## src/rtl/cci_mpf_rd_client_arb.sv

```systemverilog
// Read-request arbiter for the MPF c0 channel.
// Round-robin shares one c0 read port among N_CLIENTS requesters. It keeps a
// per-client and a global count of outstanding lines, freed by returned
// responses, and has a drain sequencer that quiesces all reads on request.
//
// state  | meaning
// RUN    | normal arbitration, grants allowed
// DRAIN  | grants blocked, waiting for outstanding lines to return
// DONE   | quiesced, drain_done_o high until drain_req_i drops

module cci_mpf_rd_client_arb #(
    parameter int N_CLIENTS      = 4,
    parameter int ADDR_W         = 42,
    parameter int TAG_W          = 8,
    parameter int MAX_PER_CLIENT = 64,
    parameter int MAX_ACTIVE     = 256,
    localparam int CLIENT_W      = $clog2(N_CLIENTS),
    localparam int ACTIVE_W      = $clog2(MAX_ACTIVE) + 1
) (
    input  logic                          clk_i,
    input  logic                          reset_i,
    input  logic [N_CLIENTS-1:0]          req_valid_i,
    input  logic [N_CLIENTS*ADDR_W-1:0]   req_addr_i,
    input  logic [N_CLIENTS*TAG_W-1:0]    req_tag_i,
    output logic [N_CLIENTS-1:0]          req_ready_o,
    output logic                          out_valid_o,
    output logic [ADDR_W-1:0]             out_addr_o,
    output logic [CLIENT_W-1:0]           out_client_o,
    output logic [TAG_W-1:0]              out_tag_o,
    input  logic                          out_almost_full_i,
    input  logic                          rsp_valid_i,
    input  logic [CLIENT_W-1:0]           rsp_client_i,
    input  logic                          drain_req_i,
    output logic                          drain_done_o,
    output logic [ACTIVE_W-1:0]           active_cnt_o,
    output logic                          credit_err_o
);

    localparam int PC_W = $clog2(MAX_PER_CLIENT) + 1;
    localparam logic [PC_W-1:0]     PC_MAX   = PC_W'(MAX_PER_CLIENT);
    localparam logic [ACTIVE_W-1:0] ACT_MAX  = ACTIVE_W'(MAX_ACTIVE);
    localparam logic [CLIENT_W:0]   N_WRAP   = (CLIENT_W + 1)'(N_CLIENTS);
    localparam logic [CLIENT_W-1:0] LAST_IDX = CLIENT_W'(N_CLIENTS - 1);

    typedef enum logic [1:0] {
        ST_RUN,
        ST_DRAIN,
        ST_DONE
    } state_t;

    state_t                 state_q;
    logic                   drain_done_q;

    logic [PC_W-1:0]        cnt_q [N_CLIENTS];
    logic [PC_W-1:0]        cnt_d [N_CLIENTS];
    logic [ACTIVE_W-1:0]    active_q, active_d;
    logic [CLIENT_W-1:0]    ptr_q, ptr_d;

    logic                   out_valid_q;
    logic [ADDR_W-1:0]      out_addr_q;
    logic [CLIENT_W-1:0]    out_client_q;
    logic [TAG_W-1:0]       out_tag_q;
    logic                   credit_err_q;

    logic                   grant_ok;
    logic [N_CLIENTS-1:0]   elig;
    logic                   grant_vld;
    logic [CLIENT_W-1:0]    grant_idx;
    logic [N_CLIENTS-1:0]   grant_oh;
    logic [CLIENT_W:0]      rr_idx;
    logic [ADDR_W-1:0]      sel_addr;
    logic [TAG_W-1:0]       sel_tag;

    logic [N_CLIENTS-1:0]   rsp_hit;
    logic                   rsp_ok;

    // Per-client eligibility; reset gating keeps req_ready low while in reset
    always_comb begin
        grant_ok = !reset_i && (state_q == ST_RUN) && !drain_req_i &&
                   !out_almost_full_i && (active_q < ACT_MAX);
        elig = '0;
        for (int i = 0; i < N_CLIENTS; i++) begin
            elig[i] = grant_ok && req_valid_i[i] && (cnt_q[i] < PC_MAX);
        end
    end

    // Round-robin search starting at the pointer, wrapping modulo N_CLIENTS
    always_comb begin
        grant_vld = 1'b0;
        grant_idx = '0;
        grant_oh  = '0;
        rr_idx    = '0;
        for (int k = 0; k < N_CLIENTS; k++) begin
            rr_idx = {1'b0, ptr_q} + (CLIENT_W + 1)'(k);
            if (rr_idx >= N_WRAP) begin
                rr_idx = rr_idx - N_WRAP;
            end
            if (!grant_vld && elig[rr_idx[CLIENT_W-1:0]]) begin
                grant_vld = 1'b1;
                grant_idx = rr_idx[CLIENT_W-1:0];
            end
        end
        if (grant_vld) begin
            grant_oh[grant_idx] = 1'b1;
        end
        ptr_d = ptr_q;
        if (grant_vld) begin
            ptr_d = (grant_idx == LAST_IDX) ? '0 : grant_idx + 1'b1;
        end
    end

    // Payload mux for the granted client
    always_comb begin
        sel_addr = '0;
        sel_tag  = '0;
        for (int k = 0; k < N_CLIENTS; k++) begin
            if (grant_oh[k]) begin
                sel_addr = req_addr_i[k*ADDR_W +: ADDR_W];
                sel_tag  = req_tag_i[k*TAG_W +: TAG_W];
            end
        end
    end

    // Response decode; a response for an idle or nonexistent client frees nothing
    always_comb begin
        rsp_hit = '0;
        rsp_ok  = 1'b0;
        for (int i = 0; i < N_CLIENTS; i++) begin
            rsp_hit[i] = rsp_valid_i && (rsp_client_i == CLIENT_W'(i));
            if (rsp_hit[i] && (cnt_q[i] != '0)) begin
                rsp_ok = 1'b1;
            end
        end
    end

    // Credit counter next-state; same-client grant+response nets to zero
    always_comb begin
        for (int i = 0; i < N_CLIENTS; i++) begin
            cnt_d[i] = cnt_q[i];
            if (grant_oh[i] && !(rsp_hit[i] && (cnt_q[i] != '0))) begin
                cnt_d[i] = cnt_q[i] + 1'b1;
            end else if (!grant_oh[i] && rsp_hit[i] && (cnt_q[i] != '0)) begin
                cnt_d[i] = cnt_q[i] - 1'b1;
            end
        end
        active_d = active_q;
        if (grant_vld && !rsp_ok) begin
            active_d = active_q + 1'b1;
        end else if (!grant_vld && rsp_ok) begin
            active_d = active_q - 1'b1;
        end
    end

    // Accounting, pointer, output register and sticky credit error
    always_ff @(posedge clk_i or posedge reset_i) begin
        if (reset_i) begin
            for (int i = 0; i < N_CLIENTS; i++) begin
                cnt_q[i] <= '0;
            end
            active_q     <= '0;
            ptr_q        <= '0;
            out_valid_q  <= 1'b0;
            out_addr_q   <= '0;
            out_client_q <= '0;
            out_tag_q    <= '0;
            credit_err_q <= 1'b0;
        end else begin
            for (int i = 0; i < N_CLIENTS; i++) begin
                cnt_q[i] <= cnt_d[i];
            end
            active_q    <= active_d;
            ptr_q       <= ptr_d;
            out_valid_q <= grant_vld;
            if (grant_vld) begin
                out_addr_q   <= sel_addr;
                out_client_q <= grant_idx;
                out_tag_q    <= sel_tag;
            end
            if (rsp_valid_i && !rsp_ok) begin
                credit_err_q <= 1'b1;
            end
        end
    end

    // Drain sequencer with registered drain_done
    always_ff @(posedge clk_i or posedge reset_i) begin
        if (reset_i) begin
            state_q      <= ST_RUN;
            drain_done_q <= 1'b0;
        end else begin
            case (state_q)
                ST_RUN: begin
                    if (drain_req_i) begin
                        state_q <= ST_DRAIN;
                    end
                end
                ST_DRAIN: begin
                    if (!drain_req_i) begin
                        state_q <= ST_RUN;
                    end else if ((active_q == '0) && !out_valid_q) begin
                        state_q      <= ST_DONE;
                        drain_done_q <= 1'b1;
                    end
                end
                ST_DONE: begin
                    if (!drain_req_i) begin
                        state_q      <= ST_RUN;
                        drain_done_q <= 1'b0;
                    end
                end
                default: begin
                    state_q      <= ST_RUN;
                    drain_done_q <= 1'b0;
                end
            endcase
        end
    end

    assign req_ready_o  = grant_oh;
    assign out_valid_o  = out_valid_q;
    assign out_addr_o   = out_addr_q;
    assign out_client_o = out_client_q;
    assign out_tag_o    = out_tag_q;
    assign drain_done_o = drain_done_q;
    assign active_cnt_o = active_q;
    assign credit_err_o = credit_err_q;

endmodule

```

## config.mk

```make
export PLATFORM = sky130hd
export DESIGN_NAME = cci_mpf_rd_client_arb
export DESIGN_NICKNAME = d
export VERILOG_FILES = /design/src/rtl/cci_mpf_rd_client_arb.sv
export SDC_FILE = /design/constraint.sdc
export NUM_CORES = 1
export LEC_CHECK = 0
export BUFFER_PORTS_ARGS = -buffer_cell sky130_fd_sc_hd__buf_2
export CORE_ASPECT_RATIO = 0.5
export CORE_MARGIN = 2
export CORE_UTILIZATION = 45
export DETAILED_ROUTE_END_ITERATION = 10
export PLACE_DENSITY = 0.76
export SLEW_MARGIN = 20
export SYNTH_ARGS = -nofsm -noshare
export SYNTH_HDL_FRONTEND = slang
export SYNTH_SLANG_ARGS = --single-unit
```

## constraint.sdc

```tcl
create_clock -name clk_i -period 6.5 [get_ports clk_i]
set_input_delay 1.3 -clock clk_i [delete_from_list [all_inputs] [get_ports clk_i]]
set_output_delay 1.3 -clock clk_i [all_outputs]
set_load 0.01 [all_outputs]
```

==> results.py <==
metrics = {
    "place": {
        "dpl.hpwl_mm": 14.9,
        "io_buffers": 278,
        "dp_cells": 1176,
        "placed_area_um2": 8060,
        "gp_congestion": 0.889,
        "dp_slack_ns": 1.06,
    },
    "cts": {
        "cts_sinks": 96,
        "cts_tree": "built",
        "htreeDepth": 3,
        "cts-root-buf": "clkbuf_16",
        "clkLatencyLatePin_ns": 0.34,
        "numCtsBuffers": 9,
        "hold_buffers": 0,
        "ctsResizeCount": 0,
        "cts_setup_buffers": 0,
        "clk_pin_slew_worst_paths_ns": 0.07,
        "clock_path_buffers": 2,
    },
    "global_routing": {
        "grt.overflow.total": 0,
        "grt_first_pass_wirelength_mm": 31.0,
        "grt_max_degree": 82,
        "grtUsageTotal_pct": 24.9,
        "antenna_found_initial": 1,
        "grt_pass1_vias": 6248,
    },
    "power": {
        "p_total_mw": 3.29,
        "pwr_density_cell_nw_per_um2": 391,
        "leakagePower_nw": 3.98,
        "peakVddDrop_mv": 0.159,
    },
    "timing": {
        "setup_viol": 0,
        "setup_tns_ns": 0,
        "rsz0062_at_grt": "no",
        "layout_min_cycle_time_ns": 5.16,
        "hold_violations": 0,
        "holdWs_ns": 0.463,
        "maxSlewHeadroom_pct": 35.7,
        "clock.fmax_mhz": 194,
        "layout_setup_ws_ns": 1.34,
        "slew_violations": 0,
        "worst_pin_slew_ns": 0.962,
        "period_share_pct": 79.4,
        "clock_skew_ns": 0.0106,
    },
    "die": {
        "rows": 31,
        "io_pins": 279,
        "die_w_um": 175,
        "coreArea_um2": 14400,
        "die_h_um": 89.3,
        "initial_utilization_pct": 45.6,
        "dieArea_um2": 15600,
    },
    "routing": {
        "ant_nets": 0,
        "wl_mm": 20.1,
        "num_vias": 6782,
        "routedWlPerCell_um": 16.9,
        "drt_iter0_drc": 363,
        "drt_pass1_iterations": 5,
        "vias_per_cell": 5.69,
        "drc": 0,
    },
    "finish": {
        "fill_cells": 1273,
        "post-route-util_pct": 58.6,
        "synthToLayoutAreaGrowth_pct": 28.6,
        "antennaDiodeCount": 0,
        "seqCellArea_um2": 2400,
        "final_cell_mix": "buf_2, dfrtp_1, a21oi_1",
        "stdcell_count": 1192,
        "fin_area_um2": 8410,
        "drive_gt1_share_pct": 35.9,
        "nets": 1238,
        "multi_input_area_um2": 3830,
        "layout_commonest_cell": "buf_2",
    },
    "setup_path": {
        "end_kind": "register",
        "cp_max_fo": 9,
        "worstPathArrival_ns": 5.42,
        "crit_type": "in -> reg",
        "worstSetupStartpointType": "input pin",
        "cpPeakStageDelay_ns": 0.52,
        "critPathSlowestCell": "or4_1",
        "cpMostUsedCell": "inv_1",
        "path_cells": "buf_2, and2b_1, nor2b_1, mux4_2, or4_1, inv_1, ha_2, clkinv_1, buf_4, nor4_2, inv_1, fa_1, a211oi_1, o21bai_1, a21oi_1, mux2i_1, xnor2_1",
        "worst-endpoint-required_ns": 6.76,
    },
    "synthesis": {
        "synth_top_area_share_pct": 36.7,
        "syn_area_per_cell_um2": 8.85,
        "yosysTopAreaCell": "dfrtp_1",
        "netlist_area_um2": 6540,
        "synthDistinctLibCells": 52,
        "yosys_warnings": 0,
        "ys_seq_area_share_pct": 36.7,
        "synthFlopType": "dfrtp_1",
        "syn_nets": 988,
        "synth_cells": 739,
        "synthTopCellsByArea": "dfrtp_1, ha_1, a21oi_1",
        "synth-seq-cells": 96,
        "synth_edf_count": 0,
        "synthArstFlopShare_pct": 100,
    },
    "status": {
        "status": "finished clean",
    },
    "hold_path": {
        "hold_class": "reg -> reg",
    },
    "job": {
        "maxCapViolations": 0,
    },
}
-- cell families (layout without fill, tap and decap cells) --
group | after synthesis | in the layout | synth area share [%]
compound gates | 246 | 246 | 25.4
xor+xnor | 30 | 30 | 4.02
fa+ha+maj | 38 | 38 | 7.84
buf+inv | 78 | 333 | 5.11
flops | 96 | 96 | 36.7
mux | 26 | 26 | 4.55
simple gates | 225 | 225 | 16.3
-- power by group --
| part | switching, mW | internal (mW) | total, mW |
|---|---|---|---|
| clock network | 0.246 | 0.381 | 0.626 |
| logic | 0.813 | 0.743 | 1.56 |
| registers | 0.231 | 0.876 | 1.11 |
| total | 1.29 | 2.00 | 3.29 |
-- worst max-delay path, delay by kind of cell --
family	cells	cell delay, ns
AO/OA/AOI/OAI	3	0.56
XOR/XNOR	1	0.14
adder cells (fa/ha/maj)	2	0.66
buffers and inverters	5	0.71
multiplexers	2	0.70
AND/OR/NAND/NOR	4	1.35
-- registers in the layout (all words and copies together) (netlist names) --
name          flops
out_valid_o       1
out_tag_o         8
out_addr_o       42
active_cnt_o      9
credit_err_o      1
cnt_q            28
drain_done_o      1
state_q           2
out_client_o      2
ptr_q             2
-- worst paths after layout --
path / slack (ns) / start / depth (start not counted) / end
max in group asynchronous: 4.34 / reset_i / 3 / out_addr_o[13]
min: 0.46 / credit_err_o / 1 / credit_err_o
max: 1.34 / req_valid_i[2] / 17 / cnt_q[6]
min in group asynchronous: 1.00 / reset_i / 2 / drain_done_o
min reg2reg: 0.46 / credit_err_o / 1 / credit_err_o
max reg2reg: 1.90 / cnt_q[13] / 16 / cnt_q[6]
-- synthesized netlist by cell type, types with 6 or more instances --
cell,count
clkbuf_1,32
buf_2,9
a21oi_1,73
nor4_1,9
nand3_1,16
o41ai_1,6
o31ai_1,15
nand2_1,70
a211oi_1,7
nor2_1,60
o211ai_1,12
nor2b_1,6
a221oi_2,10
a21o_1,10
inv_1,26
ha_1,33
o21ai_0,58
xnor2_1,21
dfrtp_1,96
a221oi_1,35
xor2_1,9
mux2_2,20
nor3_1,38
-- area by class of cell --
class | count | share of cell area [%]
repair buffers | 289 | 17.5
clock buffers | 9 | 2.68
clock inverters | 7 | 1.47
well taps | 198 | 2.95
flip-flops and latches | 96 | 28.6
multi-input cells | 565 | 45.5
inverters | 28 | 1.28
-- routing by layer --
layer / vias up / wire length (µm) / GRT usage (%) / share of wire (%)
li1: 3214 / - / - / -
met3: 52 / 1080 / 4.42 / 5.3
met1: 3252 / 8800 / 33.1 / 44
met2: 264 / 9800 / 42.4 / 49
met5: - / 0 / 0 / 0
met4: 0 / 460 / 7.58 / 2.3
Note: power is estimated with default switching activity, not from simulation.
